==> config.mk <==
export PLATFORM = sky130hd
export DESIGN_NAME = fmap_pingpong_sched
export DESIGN_NICKNAME = d
export VERILOG_FILES = /design/src/rtl/fmap_sched_pkg.sv /design/src/rtl/fmap_addr_counter.sv /design/src/rtl/fmap_pingpong_sched.sv
export SDC_FILE = /design/constraint.sdc
export NUM_CORES = 1
export LEC_CHECK = 0
export CAP_MARGIN = 0
export CORE_ASPECT_RATIO = 1.2
export CORE_MARGIN = 3
export CORE_UTILIZATION = 40
export CTS_CLUSTER_DIAMETER = 80
export DETAILED_ROUTE_END_ITERATION = 8
export HOLD_SLACK_MARGIN = 0.1
export MAX_ROUTING_LAYER = met4
export REMOVE_ABC_BUFFERS = 1
export SLEW_MARGIN = 5
export SYNTH_ARGS = -nofsm -noshare
export SYNTH_HDL_FRONTEND = slang
export SYNTH_HIERARCHICAL = 1
export SYNTH_SLANG_ARGS = --single-unit
export TNS_END_PERCENT = 100
==> constraint.sdc <==
create_clock -name clk -period 2.9 [get_ports clk]
set_input_delay 0.58 -clock clk [delete_from_list [all_inputs] [get_ports clk]]
set_output_delay 0.58 -clock clk [all_outputs]
set_load 0.05 [all_outputs]
==> src/rtl/fmap_sched_pkg.sv <==
// Shared types for the feature-map ping-pong scheduler.
//   bank_state_t : occupancy of one buffer bank as it moves through a tile
//   top_state_t  : layer-level sequencing state
package fmap_sched_pkg;

  typedef enum logic [1:0] {
    EMPTY    = 2'd0,
    FILLING  = 2'd1,
    FULL     = 2'd2,
    DRAINING = 2'd3
  } bank_state_t;

  typedef enum logic [1:0] {
    IDLE = 2'd0,
    RUN  = 2'd1,
    DONE = 2'd2
  } top_state_t;

  localparam int NUM_BANKS = 2;

endpackage

==> src/rtl/fmap_addr_counter.sv <==
// Loadable word-address up-counter with a programmable terminal count.
// Ports:
//   clk, rst : clock and synchronous active-high reset
//   clr      : force the address back to zero
//   inc      : advance one word; wraps to zero after the terminal count
//   term     : last valid address of the sequence
//   addr     : current (registered) address
//   last     : addr currently equals term
module fmap_addr_counter #(
  parameter int W = 8
) (
  input  logic         clk,
  input  logic         rst,
  input  logic         clr,
  input  logic         inc,
  input  logic [W-1:0] term,
  output logic [W-1:0] addr,
  output logic         last
);

  logic [W-1:0] addr_reg;

  assign last = (addr_reg == term);
  assign addr = addr_reg;

  always_ff @(posedge clk) begin
    if (rst || clr) begin
      addr_reg <= '0;
    end else if (inc) begin
      addr_reg <= last ? '0 : addr_reg + 1'b1;
    end
  end

endmodule

==> src/rtl/fmap_pingpong_sched.sv <==
// Ping-pong bank scheduler for a two-bank feature-map buffer. The loader
// fills one bank while the PE array drains the other; this block only
// generates strobes, bank selects and word addresses for one layer.
// Ports:
//   clk, rst                 : clock, synchronous active-high reset
//   cfg_start                : accept a layer (only while idle), latching cfg_*
//   cfg_wr_words/rd_words    : words per tile on each side (0 behaves as 1)
//   cfg_tiles                : tiles per layer
//   cfg_reread               : extra read passes per bank (FMAP_REREAD_EN only)
//   wr_valid/wr_ready/wr_en  : loader handshake and RAM write strobe
//   wr_bank, addr_wr         : registered write bank and word address
//   rd_ready/rd_en           : PE handshake and RAM read strobe
//   rd_bank, addr_rd         : registered read bank and word address
//   busy, layer_done         : layer in progress / one-cycle completion pulse
// Build option: define FMAP_REREAD_EN to add multi-pass reads per bank.
module fmap_pingpong_sched
  import fmap_sched_pkg::*;
#(
  parameter int WR_ADDR_DEPTH = 10,
  parameter int RD_ADDR_DEPTH = 8,
  parameter int TILE_W        = 16
) (
  input  logic                     clk,
  input  logic                     rst,
  input  logic                     cfg_start,
  input  logic [WR_ADDR_DEPTH:0]   cfg_wr_words,
  input  logic [RD_ADDR_DEPTH:0]   cfg_rd_words,
  input  logic [TILE_W-1:0]        cfg_tiles,
`ifdef FMAP_REREAD_EN
  input  logic [3:0]               cfg_reread,
`endif
  input  logic                     wr_valid,
  output logic                     wr_ready,
  output logic                     wr_en,
  output logic                     wr_bank,
  output logic [WR_ADDR_DEPTH-1:0] addr_wr,
  input  logic                     rd_ready,
  output logic                     rd_en,
  output logic                     rd_bank,
  output logic [RD_ADDR_DEPTH-1:0] addr_rd,
  output logic                     busy,
  output logic                     layer_done
);

  top_state_t               state_reg, state_next;
  logic                     start_accept;
  logic [TILE_W-1:0]        cfg_tiles_reg, wr_tiles_reg, rd_tiles_reg;
  logic [WR_ADDR_DEPTH-1:0] wr_term_reg, wr_term_next;
  logic [RD_ADDR_DEPTH-1:0] rd_term_reg, rd_term_next;
  logic                     wr_ptr_reg, rd_ptr_reg;
  logic                     wr_last, rd_last, final_pass, rd_tile_last;
  bank_state_t              bank_st [NUM_BANKS];

  assign start_accept = (state_reg == IDLE) && cfg_start;

  // A word count of zero is treated as a one-word tile.
  assign wr_term_next = (cfg_wr_words == '0) ? '0 : WR_ADDR_DEPTH'(cfg_wr_words - 1'b1);
  assign rd_term_next = (cfg_rd_words == '0) ? '0 : RD_ADDR_DEPTH'(cfg_rd_words - 1'b1);

  assign wr_ready = (state_reg == RUN)
                  && (bank_st[wr_ptr_reg] == EMPTY || bank_st[wr_ptr_reg] == FILLING)
                  && (wr_tiles_reg < cfg_tiles_reg);
  assign wr_en    = wr_valid && wr_ready;
  assign rd_en    = (state_reg == RUN)
                  && (bank_st[rd_ptr_reg] == FULL || bank_st[rd_ptr_reg] == DRAINING)
                  && rd_ready;

  // Tile is finished on the read side only when the last word of the final pass goes out.
  assign rd_tile_last = rd_en && rd_last && final_pass;

`ifdef FMAP_REREAD_EN
  logic [3:0] reread_reg, pass_reg;

  always_ff @(posedge clk) begin
    if (rst) begin
      reread_reg <= '0;
      pass_reg   <= '0;
    end else if (start_accept) begin
      reread_reg <= cfg_reread;
      pass_reg   <= '0;
    end else if (rd_en && rd_last) begin
      pass_reg <= final_pass ? '0 : pass_reg + 1'b1;
    end
  end

  assign final_pass = (pass_reg == reread_reg);
`else
  assign final_pass = 1'b1;
`endif

  fmap_addr_counter #(.W(WR_ADDR_DEPTH)) u_wr_cnt (
    .clk  (clk),
    .rst  (rst),
    .clr  (start_accept),
    .inc  (wr_en),
    .term (wr_term_reg),
    .addr (addr_wr),
    .last (wr_last)
  );

  // The read counter wraps on every pass; the bank only empties after the final one.
  fmap_addr_counter #(.W(RD_ADDR_DEPTH)) u_rd_cnt (
    .clk  (clk),
    .rst  (rst),
    .clr  (start_accept),
    .inc  (rd_en),
    .term (rd_term_reg),
    .addr (addr_rd),
    .last (rd_last)
  );

  // Per-bank occupancy. Write and read can never hit the same bank in one
  // cycle (their qualifying states are disjoint), so both updates always apply.
  for (genvar gi = 0; gi < NUM_BANKS; gi++) begin : g_bank
    bank_state_t st_reg;
    logic        wr_hit, rd_hit;

    assign wr_hit = wr_en && (wr_ptr_reg == 1'(gi));
    assign rd_hit = rd_en && (rd_ptr_reg == 1'(gi));

    always_ff @(posedge clk) begin
      if (rst || start_accept) begin
        st_reg <= EMPTY;
      end else if (wr_hit) begin
        st_reg <= wr_last ? FULL : FILLING;
      end else if (rd_hit) begin
        st_reg <= rd_tile_last ? EMPTY : DRAINING;
      end
    end

    assign bank_st[gi] = st_reg;
  end

  always_comb begin
    state_next = state_reg;
    unique case (state_reg)
      IDLE:    if (cfg_start) state_next = (cfg_tiles == '0) ? DONE : RUN;
      RUN:     if (rd_tiles_reg == cfg_tiles_reg) state_next = DONE;
      DONE:    state_next = IDLE;
      default: state_next = IDLE;
    endcase
  end

  always_ff @(posedge clk) begin
    if (rst) begin
      state_reg     <= IDLE;
      cfg_tiles_reg <= '0;
      wr_term_reg   <= '0;
      rd_term_reg   <= '0;
      wr_ptr_reg    <= 1'b0;
      rd_ptr_reg    <= 1'b0;
      wr_tiles_reg  <= '0;
      rd_tiles_reg  <= '0;
    end else begin
      state_reg <= state_next;
      if (start_accept) begin
        cfg_tiles_reg <= cfg_tiles;
        wr_term_reg   <= wr_term_next;
        rd_term_reg   <= rd_term_next;
        wr_ptr_reg    <= 1'b0;
        rd_ptr_reg    <= 1'b0;
        wr_tiles_reg  <= '0;
        rd_tiles_reg  <= '0;
      end else begin
        if (wr_en && wr_last) begin
          wr_ptr_reg   <= ~wr_ptr_reg;
          wr_tiles_reg <= wr_tiles_reg + 1'b1;
        end
        if (rd_tile_last) begin
          rd_ptr_reg   <= ~rd_ptr_reg;
          rd_tiles_reg <= rd_tiles_reg + 1'b1;
        end
      end
    end
  end

  assign wr_bank    = wr_ptr_reg;
  assign rd_bank    = rd_ptr_reg;
  assign busy       = (state_reg != IDLE);
  assign layer_done = (state_reg == DONE);

endmodule

==> metrics <==
status finished, violations left; failing checks negative setup slack; RSZ-0062 raised after global routing true; top post-synthesis cells by area dfxtp_1, xor2_1, nand2_1; Max Buffers Root-to-Sink 2; CTS tree done; Pint 2.19 mW; sw frac 26.3%; leakage 2.21 nW; Worst EP required 2320 ps; Slew Limit Headroom 51.5%; fin area 6100 µm²; HP Start rd_term_reg[2]; GRT overflow 0; Synth Cell Area 4800 µm²; Yosys top cell by area dfxtp_1; Area Overhead vs Synth 27.0%; Reg clk slew, reported paths 60 ps; post-DR wirelength/cell 14.3 µm; CTS H-Tree Depth 3; met2 wire length 5.75 mm; DR pass1 iterations 6; root cell of the clock tree clkbuf_16; GRT Util Overall 18.5%; Inserted Clock Buffers 9; sequential power share 44.5%; clk_lat worst skew 350 ps; full die area 13400 µm²; power per standard cell area 486 nW/µm²; global-route wire length before repair 19.3 mm; Final period util 100%; peak supply drop 0.000306 V; uppermost routed layer met4; Vias 4202; final WL 11.7 mm; Post-synth EDFFs 0; share of the yosys chip area belonging to registers 37.5%; Fin Clk Skew 8.44 ps; combinational power share 15.9%; # port buffers 65; Worst-Margin Slew 720 ps; count of boundary I/O pins 66; Initial Utilization 41.3%; worst path arrival time 2330 ps; Final TNS setup -11.4 ps; ANT cells 0; syn avg cell area 8.40 µm²; warning count from the yosys run 6; Die Wd 106 µm; post-route ant nets 0; crit-path max FO 4; Placement Setup Slack 69.6 ps; synth unique cells 55; share of layout cells above drive strength 1 11.2%; Final Worst Setup Slack -11.4 ps; crit path time final 2910 ps; type of the worst min-delay path flop to flop; kind of critical path flop to output pin; Final Net Count 715; Synth top area share 37.5%; DP HPWL 9.12 mm; row cnt 43; worst setup path startpoint cfg_tiles_reg[13]; cell count after synthesis 572; fin. max-slew vios 0; Max Cap Viol 0; Setup-failing EPs final 1; synthesized flop and latch total 90; fmax 0.343 GHz; DP Area 5730 µm²; power after layout 2.96 mW; Clock power frac 39.7%; ys async rst share 0%; Final Util 52.5%; CORE AREA 11600 µm²; post-DR vias/cell 5.16; CP Launch Type flop; largest net degree at the start of global routing 33; vias in the first global route 4076; final hold violation count 0; met3 wire length 644 µm; Reg2Reg Launch Point cfg_tiles_reg[5]; M1 wire length 5.05 mm; Sw Pwr 0.778 mW; residual DRC count 0; predominant post-synthesis flop cell dfxtp_1; Die H 126 µm; antenna violations before repair 0; drt first-iter violations 172; Final GP Congestion 0.871; CTS sink cnt 90; Worst Setup End Kind output pin
## Yosys cell counts (10+ instances only)
master and n:
nor2_1 44, xor2_1 43, ha_1 21, o21ai_1 24, xnor2_1 33, inv_1 27, a21oi_1 45, dfxtp_1 90
clkbuf_1 10, nor4_1 11, nand3_1 14, nand2_1 84, nand4_1 18
## placed cells by master, fill, tap and decap left out, types with 6 or more instances in the layout
master,n
nand3_1,14
nand2_1,84
clkdlybuf4s50_1,62
buf_4,27
clkbuf_16,9
and3_1,6
nor4_1,11
xor2_1,43
dfxtp_1,83
a21oi_1,45
nor2_1,44
ha_1,19
inv_1,27
or3_1,9
nand4_1,18
a211oi_1,6
dfxtp_2,7
or4_1,8
o31ai_1,8
o21ai_1,24
xnor2_1,33
nor3_1,8
## power groups by stage
stage          Clock, mW  Combinational, mW  Sequential (mW)
4_1_cts             1.20              0.474             1.32
5_1_grt             1.24              0.520             1.32
3_3_place_gp           0              0.447             1.34
3_5_place_dp           0              0.452             1.35
2_1_floorplan          0              0.263             1.34
6_report            1.18              0.471             1.32
## logic make-up (layout without fill, tap and decap cells)
family	after synthesis	after routing	synth area share, %
AO/OA/AOI/OAI	101	101	13.5
flip-flops	90	90	37.5
buffers and inverters	50	136	4.46
AND/OR/NAND/NOR	229	229	24.2
multiplexers	5	5	1.07
XOR/XNOR	76	76	13.9
adder cells (fa/ha/maj)	21	21	5.47
## layer usage
layer / vias to the layer above / global-route usage [%]
met5: - / -
met4: 0 / 6.71
met3: 17 / 4.56
met2: 101 / 31.4
met1: 1944 / 21.1
li1: 2140 / -
## metrics by stage
step | hold WS [ps] | cells
floorplan | 439 | 551
global placement | 450 | 795
detailed placement | 453 | 795
CTS | 462 | 815
global route | 482 | 815
finish | 456 | 815
## final cells by class
type,count,area [µm²]
clock buffers,12,246
clock inverters,4,51.3
fillers,1129,5520
inverters,29,109
multi-input cells,432,2820
flip-flops and latches,90,1810
well taps,157,196
repair buffers,91,863
## timing repair
item | 4_1_cts | 5_1_grt
setup endpoints to repair | 2 | 1
pin swaps | 4 | 0
hold buffers | 0 | 0
gates resized for setup | 13 | 0
gates cloned | 0 | 0
buffers inserted | 4 | 0
## final timing paths
kind                            to  slack, ps  depth (start not counted)
hold / removal      rd_term_reg[2]        460                          2
setup reg to reg  u_wr_cnt/addr[9]        300                         12
setup / recovery             wr_en        -10                          8
hold reg to reg     rd_term_reg[2]        460                          2
## critical path: stages, from the launching register on
cell and delay [ps]:
dfxtp_2 330, inv_1 40, ha_1 280, nand4_1 140, nor3_2 180, or4b_4 490
and3_4 190, and2_4 180, buf_12 150
(Power assumes the default switching activity.)
